File: src/rtl/fifo_pkg.sv
// Shared FIFO sizing helpers: pointer width from depth and the occupancy-count width.
package fifo_pkg;

  function automatic int unsigned ptr_width(input int unsigned depth);
    return (depth > 1) ? $clog2(depth) : 1;
  endfunction

  // Count must represent 0..DEPTH inclusive, hence one bit more than the pointer.
  function automatic int unsigned count_width(input int unsigned depth);
    return ptr_width(depth) + 1;
  endfunction

endpackage

File: src/rtl/fifo_mem_sdp.sv
// Simple dual-port storage: one write port, one registered read port, no reset.
module fifo_mem_sdp #(
  parameter int WIDTH = 8,
  parameter int DEPTH = 8,
  parameter int AW    = 3
) (
  input  logic             clk,
  input  logic             wr_en,
  input  logic [AW-1:0]    wr_addr,
  input  logic [WIDTH-1:0] wr_data,
  input  logic             rd_en,
  input  logic [AW-1:0]    rd_addr,
  output logic [WIDTH-1:0] rd_data
);

  logic [WIDTH-1:0] mem_q [DEPTH];
  logic [WIDTH-1:0] rd_data_q;

  // Read-before-write: a same-address read returns the old word (full FIFO, read+write).
  always_ff @(posedge clk) begin
    if (wr_en) mem_q[wr_addr] <= wr_data;
    if (rd_en) rd_data_q <= mem_q[rd_addr];
  end

  assign rd_data = rd_data_q;

endmodule

File: src/rtl/sync_fifo_flags.sv
// Single-clock FIFO with registered count, full/empty, programmable almost flags and error pulses.
module sync_fifo_flags
  import fifo_pkg::*;
#(
  parameter int WIDTH         = 8,
  parameter int DEPTH         = 8,
  parameter int AFULL_THRESH  = DEPTH - 2,
  parameter int AEMPTY_THRESH = 1,
  parameter int PTR_WIDTH     = ptr_width(DEPTH)
) (
  input  logic                 clk,
  input  logic                 rst,
  input  logic                 wr_en,
  input  logic [WIDTH-1:0]     wdata,
  input  logic                 rd_en,
  output logic [WIDTH-1:0]     rdata,
  output logic                 rvalid,
  output logic                 full,
  output logic                 empty,
  output logic                 almost_full,
  output logic                 almost_empty,
  output logic [PTR_WIDTH:0]   count,
  output logic                 overflow,
  output logic                 underflow
);

  localparam int CNT_W = PTR_WIDTH + 1;

  logic [PTR_WIDTH-1:0] wr_ptr_q, wr_ptr_d;
  logic [PTR_WIDTH-1:0] rd_ptr_q, rd_ptr_d;
  logic [CNT_W-1:0]     count_q, count_d;
  logic                 full_q, empty_q, afull_q, aempty_q;
  logic                 rvalid_q, ovf_q, udf_q;
  logic                 rd_seen_q;
  logic                 wr_acc, rd_acc;
  logic [WIDTH-1:0]     mem_rdata;

  always_comb begin
    rd_acc   = rd_en & ~empty_q;
    wr_acc   = wr_en & (~full_q | rd_en);
    wr_ptr_d = wr_ptr_q + PTR_WIDTH'(wr_acc);
    rd_ptr_d = rd_ptr_q + PTR_WIDTH'(rd_acc);
    count_d  = count_q + CNT_W'(wr_acc) - CNT_W'(rd_acc);
  end

  // Flags are registered from the next count so they always agree with count.
  always_ff @(posedge clk or posedge rst) begin
    if (rst) begin
      wr_ptr_q  <= '0;
      rd_ptr_q  <= '0;
      count_q   <= '0;
      full_q    <= 1'b0;
      empty_q   <= 1'b1;
      afull_q   <= 1'b0;
      aempty_q  <= 1'b1;
      rvalid_q  <= 1'b0;
      ovf_q     <= 1'b0;
      udf_q     <= 1'b0;
      rd_seen_q <= 1'b0;
    end else begin
      wr_ptr_q  <= wr_ptr_d;
      rd_ptr_q  <= rd_ptr_d;
      count_q   <= count_d;
      full_q    <= (count_d == CNT_W'(DEPTH));
      empty_q   <= (count_d == '0);
      afull_q   <= (count_d >= CNT_W'(AFULL_THRESH));
      aempty_q  <= (count_d <= CNT_W'(AEMPTY_THRESH));
      rvalid_q  <= rd_acc;
      ovf_q     <= wr_en & full_q & ~rd_en;
      udf_q     <= rd_en & empty_q;
      if (rd_acc) rd_seen_q <= 1'b1;
    end
  end

  fifo_mem_sdp #(
    .WIDTH (WIDTH),
    .DEPTH (DEPTH),
    .AW    (PTR_WIDTH)
  ) u_mem (
    .clk     (clk),
    .wr_en   (wr_acc),
    .wr_addr (wr_ptr_q),
    .wr_data (wdata),
    .rd_en   (rd_acc),
    .rd_addr (rd_ptr_q),
    .rd_data (mem_rdata)
  );

  // Storage read register has no reset; rdata reads as zero until the first read after reset.
  assign rdata        = rd_seen_q ? mem_rdata : '0;
  assign rvalid       = rvalid_q;
  assign full         = full_q;
  assign empty        = empty_q;
  assign almost_full  = afull_q;
  assign almost_empty = aempty_q;
  assign count        = count_q;
  assign overflow     = ovf_q;
  assign underflow    = udf_q;

endmodule
File: config.mk
export PLATFORM = sky130hd
export DESIGN_NAME = sync_fifo_flags
export DESIGN_NICKNAME = d
export VERILOG_FILES = /design/src/rtl/fifo_pkg.sv /design/src/rtl/fifo_mem_sdp.sv /design/src/rtl/sync_fifo_flags.sv
export SDC_FILE = /design/constraint.sdc
export NUM_CORES = 1
export LEC_CHECK = 0
export CAP_MARGIN = 15
export CORE_MARGIN = 5
export CORE_UTILIZATION = 56
export DETAILED_ROUTE_END_ITERATION = 8
export PLACE_DENSITY = 0.78
export SYNTH_ARGS = -nofsm -noshare
export SYNTH_HDL_FRONTEND = slang
export SYNTH_SLANG_ARGS = --single-unit
export TNS_END_PERCENT = 5
File: constraint.sdc
create_clock -name clk -period 2.9 [get_ports clk]
set_input_delay 0.58 -clock clk [delete_from_list [all_inputs] [get_ports clk]]
set_output_delay 0.58 -clock clk [all_outputs]
set_load 0.05 [all_outputs]
==> results of run 1 <==
## flip-flops by register name, indices dropped and copies added, names as in the netlist
signal	count
rvalid	1
rd_seen_q	1
empty	1
u_mem.mem_q	64
underflow	1
wr_ptr_q	3
almost_full	1
count	4
rd_ptr_q	3
almost_empty	1
full	1
u_mem.rd_data	8
overflow	1
## cells in the final DEF, fill, tap and decap left out, types with 2 or more instances in the layout
cell and count:
and2_1 9, mux2_2 8, nor2_1 8, inv_6 3, xor2_1 4, nand3_1 3
ha_1 8, inv_1 10, clkdlybuf4s50_1 30, mux4_1 15, nand2b_1 3, nand2_1 2
clkbuf_8 9, a21oi_1 3, nor3_1 4, dfrtp_1 16, buf_4 15, dfstp_2 2
edfxtp_1 72, nand3b_1 2
## worst max-delay path: cells and delay by family
family,cells,cell delay (ps)
XOR/XNOR,1,220
buffers and inverters,4,700
AO/OA/AOI/OAI,1,170
AND/OR/NAND/NOR,2,240
adder cells (fa/ha/maj),3,820
## report_power, final
group | switching (mW) | internal, mW
Combinational | 0.881 | 0.700
Clock | 0.476 | 0.422
Sequential | 0.174 | 1.71
## Yosys cell counts (all sizes together)
cell / number
a211oi: 1
a21o: 1
a21oi: 3
and2: 9
and3: 1
buf: 3
clkbuf: 2
dfrtp: 16
dfstp: 2
edfxtp: 72
fa: 1
ha: 8
inv: 10
mux2: 8
mux4: 16
nand2: 2
nand2b: 3
nand3: 3
nand3b: 2
nor2: 8
nor2b: 1
nor3: 4
o21ai: 1
o22ai: 1
or2: 1
xnor2: 1
xor2: 4
## how the worst max path moves through the flow
stage,slack (ps),end,from,cells after the start
after floorplan,300,almost_empty,rd_en,9
after global placement,150,almost_empty,rd_en,11
after detailed placement,90,almost_empty,rd_en,11
after CTS,410,rdata[7],rd_seen_q,2
after global routing,290,almost_empty,rd_en,11
final,440,almost_empty,rd_en,11
## logic make-up (layout without fill, tap and decap cells)
kind of cell	count (synthesis)	count (layout)	synth area share, %
xor gates and xnor gates	5	5	1.22
and+or+nand+nor	34	34	5.05
AOI/OAI and AO/OA	7	7	1.15
buffers and inverters	15	71	2.27
adders and majority gates	9	9	3.35
muxes	24	24	14.1
DFF	90	90	72.8
## layout make-up
type	instances	area (sq um)	area share [%]
timing repair buffer	45	413	9.67
clock buffer	9	124	2.90
clock inverter	7	92.6	2.17
inverter	10	37.5	0.879
tap	77	96.3	2.26
multi-input combinational	79	893	20.9
sequential	90	2620	61.2
## metal layers
| metal | vias up | share of wire (%) | GRT usage (%) |
|---|---|---|---|
| met4 | 0 | 1.1 | 6.33 |
| li1 | 820 | - | - |
| met1 | 879 | 43 | 20.2 |
| met2 | 44 | 52 | 24.9 |
| met3 | 7 | 4.6 | 4.09 |
| met5 | - | 0 | 0 |
==> flow_summary.json, run 1 <==
{
  "whs_path_depth": 1,
  "grt_max_degree": 19,
  "syn_inst": 184,
  "postCtsSetupRepairBufs": 0,
  "overflow": 0,
  "slew-limit-headroom_pct": 55.6,
  "power-per-cell-area_mw_per_mm2": 1020,
  "avgViaCountPerCell": 5.52,
  "path_cells": "clkdlybuf4s50_1 -> nand2b_1 -> nand2_1 -> ha_1 -> inv_1 -> ha_1 -> inv_1 -> fa_1 -> xor2_1 -> inv_1 -> a211oi_1",
  "clock_latency_ps": 360,
  "portBuffers": 30,
  "rsz0062_at_grt": "false",
  "rrSetupSlack_ps": 770,
  "path_class": "in -> reg",
  "cts.sinks": 90,
  "grt_usage_pct": 15.5,
  "place_inst": 301,
  "setup_tns_ps": 0,
  "synth_cell_types": 30,
  "finalCritPeriodShare_pct": 84.7,
  "ir_drop_uv": 580,
  "cts_buffer_depth": 2,
  "hold_path.class": "reg -> reg",
  "fin_ws_ps": 443,
  "max_slew.worst_pin.slew_ps": 665,
  "cp_max_fo": 3,
  "syn_nets": 205,
  "num_vias": 1750,
  "ys_seq_area_share_pct": 72.8,
  "drive_above_1_share_pct": 17.9,
  "start_util_pct": 57.2,
  "timing.fmax_mhz": 407,
  "rr_worst_depth": 9,
  "final_area_sq_mm": 0.00427,
  "synth_area_leaders": "edfxtp_1 (60%), dfrtp_1 (11%), mux4_1 (11%), ha_1 (2.8%), mux2_2 (2.5%)",
  "synth_top_area_share_pct": 60.2,
  "nFillCells": 413,
  "slew_violations": 0,
  "worstHoldStart": "wr_ptr_q[0]",
  "antenna_cells": 0,
  "yosysTopAreaCell": "edfxtp_1",
  "slowest_delay_ps": 500,
  "place_area_sq_mm": 0.00406,
  "worstPathArrival_ps": 2730,
  "dpl.hpwl_um": 3930,
  "crit_path_end_kind": "register",
  "clockRootBuffer": "clkbuf_8",
  "cts_tree": "built",
  "wl_um": 5940,
  "cp_common_cell": "inv_1",
  "maxCapViolCount": 0,
  "ys.warnings.count": 0,
  "syn_area_per_cell_sq_um": 19.5,
  "syn_to_final_growth_pct": 19.0,
  "drtAntennaViolNets": 0,
  "holdBufCountCts": 0,
  "cts-buffers-inserted": 9,
  "drc_errors": 0,
  "htreeDepth": 3,
  "r2r-start": "empty",
  "power.static_leakage_nw": 1.59,
  "status": "finished, final reports clean",
  "post-place-ws_ps": 92.0,
  "num_rows": 29,
  "instances_no_fill": 317,
  "die_w_um": 90.1,
  "utilization_pct": 68.0,
  "hold_ws_ps": 542,
  "grt_antenna_before_repair": 0,
  "power_mw": 4.37,
  "clock-skew-final_ps": 11.4,
  "synth-seq-cells": 90,
  "worstSetupStartpointType": "primary input",
  "io_pins": 31,
  "grt_pass1_wl_um": 9490,
  "dieArea_sq_mm": 0.00811,
  "firstDrtPassIters": 4,
  "worstHoldEndpoint": "wr_ptr_q[0]",
  "setup_violations": 0,
  "clkTransAtPathRegs_ps": 90,
  "coreArea_sq_mm": 0.00628,
  "die_h_um": 90.1,
  "wl_per_cell_um": 18.8,
  "synth_area_sq_mm": 0.00359,
  "grt_pass1_vias": 1766,
  "place.gp.congestion": 0.859,
  "drtIter0Drc": 146,
  "crit_slowest_cell": "clkdlybuf4s50_1",
  "r2r_end": "almost_empty",
  "required_ps": 3170,
  "period_needed_ps": 2460,
  "hold_viol": 0,
  "nets": 256,
  "ctsResizeCount": 0
}
No activity file was read; power rests on OpenSTA's default activity.
==> run 2: changes to the inputs <==
clock period = 2.48 ns   (was 2.9 ns; I/O delays follow)
==> run 2 against run 1 <==
Against the previous run: global-route usage fell by 0.76 points; clock power is 0.8% lower; clock skew is 5.4 ps lower; setup slack got worse by 290 ps; sequential cell count did not move; die area is the same; critical path depth shrank 9; final cell count shrank 0.32%; routed wire length is 4.6% lower.
==> flow_summary.json, run 2 (synthesized netlist as in run 1, its figures left out) <==
{
  "status": "finished, final reports clean",
  "die_h_um": 90.1,
  "slew-limit-headroom_pct": 53.9,
  "cts.sinks": 90,
  "coreArea_sq_mm": 0.00628,
  "portBuffers": 30,
  "htreeDepth": 3,
  "final_cell_mix": "edfxtp_1 (72), clkdlybuf4s50_1 (30), dfrtp_1 (16)",
  "drc_errors": 0,
  "crit_slowest_cell": "clkdlybuf4s50_1",
  "firstDrtPassIters": 4,
  "worstSetupStartpointType": "register",
  "num_vias": 1709,
  "start_util_pct": 57.2,
  "crit_cells": 2,
  "drtAntennaViolNets": 0,
  "io_pins": 31,
  "timing.fmax_mhz": 429,
  "worstHoldStart": "wr_ptr_q[0]",
  "power-per-cell-area_mw_per_mm2": 1160,
  "wl_per_cell_um": 17.9,
  "grt_usage_pct": 14.8,
  "place_inst": 300,
  "r2r-start": "empty",
  "worstPathArrival_ps": 1830,
  "multi_input_area_sq_um": 903,
  "setup_tns_ps": 0,
  "grt_max_degree": 19,
  "required_ps": 1980,
  "whs_path_depth": 1,
  "r2r_end": "full",
  "critPathTopFamily": "buffers and inverters",
  "hold_viol": 0,
  "hold_ws_ps": 545,
  "maxCapViolCount": 0,
  "max_slew.worst_pin.slew_ps": 691,
  "clock_latency_ps": 340,
  "antenna_cells": 0,
  "holdBufCountCts": 0,
  "utilization_pct": 67.5,
  "nFillCells": 428,
  "die_w_um": 90.1,
  "grt_pass1_wl_um": 8980,
  "cts_buffer_depth": 2,
  "clock_power_share_pct": 18.1,
  "finalCritPeriodShare_pct": 93.9,
  "path_class": "reg -> out",
  "slowest_delay_ps": 810,
  "critPathBufInv": 1,
  "overflow": 0,
  "sw_frac_of_total_pct": 35.0,
  "worstHoldEndpoint": "wr_ptr_q[0]",
  "path_cells": "and2_1 -> clkdlybuf4s50_1",
  "ctsResizeCount": 0,
  "setup_violations": 0,
  "grt_pass1_vias": 1723,
  "cts_tree": "built",
  "cp_max_fo": 9,
  "slew_violations": 0,
  "grt_antenna_before_repair": 0,
  "place.gp.congestion": 0.888,
  "crit_path_end_kind": "output pin",
  "rsz0062_at_grt": "false",
  "power.static_leakage_nw": 1.56,
  "syn_to_final_growth_pct": 18.0,
  "power.share.sequential_pct": 44.8,
  "p_int_mw": 3.20,
  "regMostFlops": "u_mem.mem_q",
  "avgViaCountPerCell": 5.41,
  "clockRootBuffer": "clkbuf_8",
  "clock-skew-final_ps": 5.98,
  "rr_worst_depth": 9,
  "seq_area_sq_mm": 0.00262,
  "wl_um": 5670,
  "nets": 255,
  "instances_no_fill": 316,
  "period_needed_ps": 2330,
  "cts-buffers-inserted": 9,
  "power_mw": 4.92,
  "drtIter0Drc": 91,
  "hold_path.class": "reg -> reg",
  "postCtsSetupRepairBufs": 0,
  "final_common_cell": "edfxtp_1",
  "switchingPower_mw": 1.72,
  "ir_drop_uv": 856,
  "largest_reg_flops": 64,
  "num_rows": 29,
  "dieArea_sq_mm": 0.00811,
  "power_frac_comb_pct": 37.1,
  "drive_above_1_share_pct": 18.4,
  "dpl.hpwl_um": 3650,
  "rrSetupSlack_ps": 390,
  "clkTransAtPathRegs_ps": 90
}
==> run 2: worst max-delay path by stage <==
stage                              end  startpoint  slack [ps]
final                         rdata[2]   rd_seen_q         150
after global routing              full       rd_en           8
after CTS                     rdata[2]   rd_seen_q         100
after detailed placement          full       rd_en        -190
after global placement            full       rd_en        -140
after floorplan           almost_empty       rd_en         190
==> run 2: area by class of cell <==
cell class              count  area share [%]
clock inverters             7            1.27
inverters                  10           0.886
repair buffers             44            9.57
clock buffers               9            2.92
multi-input cells          79            21.3
well taps                  77            2.27
flip-flops and latches     90            61.7
==> run 2: power groups by stage <==
stage	clock (mW)	combinational (mW)	sequential, mW
after CTS	0.916	1.83	2.21
final	0.892	1.82	2.20
after global routing	0.980	1.97	2.25
after floorplan	0	1.23	2.32
after global placement	0	1.80	2.23
after detailed placement	0	1.82	2.24
==> run 2: metal layers <==
layer,share of wire (%),wire [um],global-route usage (%)
met5,0,0,0
met4,1.3,75,7.07
met3,3.6,205,3.26
met2,52,2960,24.1
met1,43,2430,18.8
==> run 2: through the flow <==
| stage | setup WS, ps | cell area (sq um) |
|---|---|---|
| detailed placement | -194 | 4050 |
| CTS | 96.5 | 4230 |
| global placement | -142 | 4050 |
| finish | 151 | 4240 |
| global route | 7.89 | 4240 |
| floorplan | 191 | 3590 |
==> run 3: changes to the inputs <==
CORE_UTILIZATION = 50   (was 56)
PLACE_DENSITY = 0.71   (was 0.78)
==> run 3 against run 2 <==
Against the previous run: final area is 1.9% higher; clock power is 11% higher; setup slack worse by 40 ps; register-to-register slack better by 40 ps; critical path depth stayed put; via count is 1.3% higher; first-iteration DRC count is 14% lower; die area is 11% higher; core utilization is 5.0 points lower; critical path type unchanged; critical endpoint unchanged.
==> flow_summary.json, run 3 (synthesized netlist as in run 1, its figures left out) <==
{
  "status": "finished, final reports clean",
  "postCtsSetupRepairBufs": 0,
  "cts_buffer_depth": 2,
  "worstPathArrival_ps": 1870,
  "switchingPower_mw": 1.79,
  "hold_ws_ps": 533,
  "die_w_um": 94.7,
  "power-per-cell-area_mw_per_mm2": 1190,
  "grt_pass1_vias": 1835,
  "cts.sinks": 90,
  "power_mw": 5.14,
  "syn_to_final_growth_pct": 20.2,
  "grt_antenna_before_repair": 0,
  "setup_violations": 0,
  "nets": 257,
  "num_rows": 30,
  "dieArea_sq_mm": 0.00897,
  "post-place-ws_ps": -268,
  "grt_pass1_wl_um": 10100,
  "power.static_leakage_nw": 1.59,
  "hold_viol": 0,
  "period_needed_ps": 2370,
  "worstSetupStartpointType": "register",
  "slew_violations": 0,
  "holdBufCountCts": 0,
  "crit_path_end_kind": "output pin",
  "final_cell_mix": "edfxtp_1 (72), clkdlybuf4s50_1 (30), dfrtp_1 (16), buf_4 (16), mux4_1 (15)",
  "cts_tree": "built",
  "power_frac_comb_pct": 37.5,
  "coreArea_sq_mm": 0.00691,
  "die_h_um": 94.7,
  "fin_ws_ps": 111,
  "clock_latency_ps": 360,
  "grt_usage_pct": 15.9,
  "cp_max_fo": 9,
  "htreeDepth": 3,
  "slew-limit-headroom_pct": 54.9,
  "maxCapViolCount": 0,
  "drive_above_1_share_pct": 20.7,
  "overflow": 0,
  "power.share.sequential_pct": 43.2,
  "io_pins": 31,
  "clockRootBuffer": "clkbuf_8",
  "start_util_pct": 52.0,
  "drtIter0Drc": 78,
  "dpl.hpwl_um": 4100,
  "portBuffers": 30,
  "grt_max_degree": 19,
  "clock-skew-final_ps": 10.7,
  "rsz0062_at_grt": "false",
  "clkTransAtPathRegs_ps": 80,
  "ctsResizeCount": 0,
  "antenna_cells": 0,
  "sw_frac_of_total_pct": 34.9,
  "wl_um": 6400,
  "place.gp.congestion": 0.922,
  "finalCritPeriodShare_pct": 95.5,
  "max_slew.worst_pin.slew_ps": 676,
  "final_common_cell": "edfxtp_1",
  "avgViaCountPerCell": 5.14,
  "timing.fmax_mhz": 422,
  "p_int_mw": 3.34,
  "num_vias": 1732,
  "regMostFlops": "u_mem.mem_q",
  "cts-buffers-inserted": 9,
  "wl_per_cell_um": 19.0,
  "path_class": "reg -> out",
  "largest_reg_flops": 64,
  "firstDrtPassIters": 4,
  "ir_drop_uv": 510,
  "drtAntennaViolNets": 0,
  "hold_path.class": "reg -> reg",
  "clock_power_share_pct": 19.3,
  "required_ps": 1980,
  "drc_errors": 0
}
[run 3: final cells by class]
class | instances | area (sq um)
multi-input combinational | 79 | 921
tap | 96 | 120
inverter | 10 | 37.5
fill | 516 | 2590
sequential | 90 | 2620
clock inverter | 7 | 77.6
timing repair buffer | 46 | 420
clock buffer | 9 | 124
[run 3: worst max-delay path, cell delays in order (launching register included)]
cell	delay [ps]
dfrtp_1	520
and2_1	180
clkdlybuf4s50_1	820
[run 3: final timing paths]
kind,start,endpoint,slack (ps),depth (start not counted)
min in group asynchronous,rst,full,540,2
max reg2reg,empty,almost_empty,430,9
min reg2reg,wr_ptr_q[0],wr_ptr_q[0],530,1
min,wr_ptr_q[0],wr_ptr_q[0],530,1
max,rd_seen_q,rdata[2],110,2
max in group asynchronous,rst,rd_seen_q,1510,2
[run 3: metrics by stage]
stage	std cells	setup TNS (ps)	cell area [sq um]	utilization (%)
after detailed placement	321	-836	4090	59.2
after global placement	321	-494	4090	59.2
after global routing	337	0	4320	62.5
after floorplan	184	0	3590	-
final	337	0	4320	62.5
after CTS	337	0	4290	62.1
[run 3: power groups by stage]
stage          Clock (mW)  Sequential (mW)  Combinational [mW]
3_3_place_gp            0             2.25                1.84
2_1_floorplan           0             2.32                1.23
6_report            0.991             2.22                1.93
4_1_cts              1.01             2.23                1.89
5_1_grt              1.08             2.26                2.07
3_5_place_dp            0             2.26                1.88
[run 3: routing by layer]
| metal | track usage, % | routed length (um) | up-vias |
|---|---|---|---|
| li1 | - | - | 822 |
| met1 | 20.8 | 2740 | 870 |
| met2 | 26.2 | 3290 | 30 |
| met3 | 2.95 | 246 | 10 |
| met4 | 6.49 | 114 | 0 |
| met5 | 0 | 0 | - |
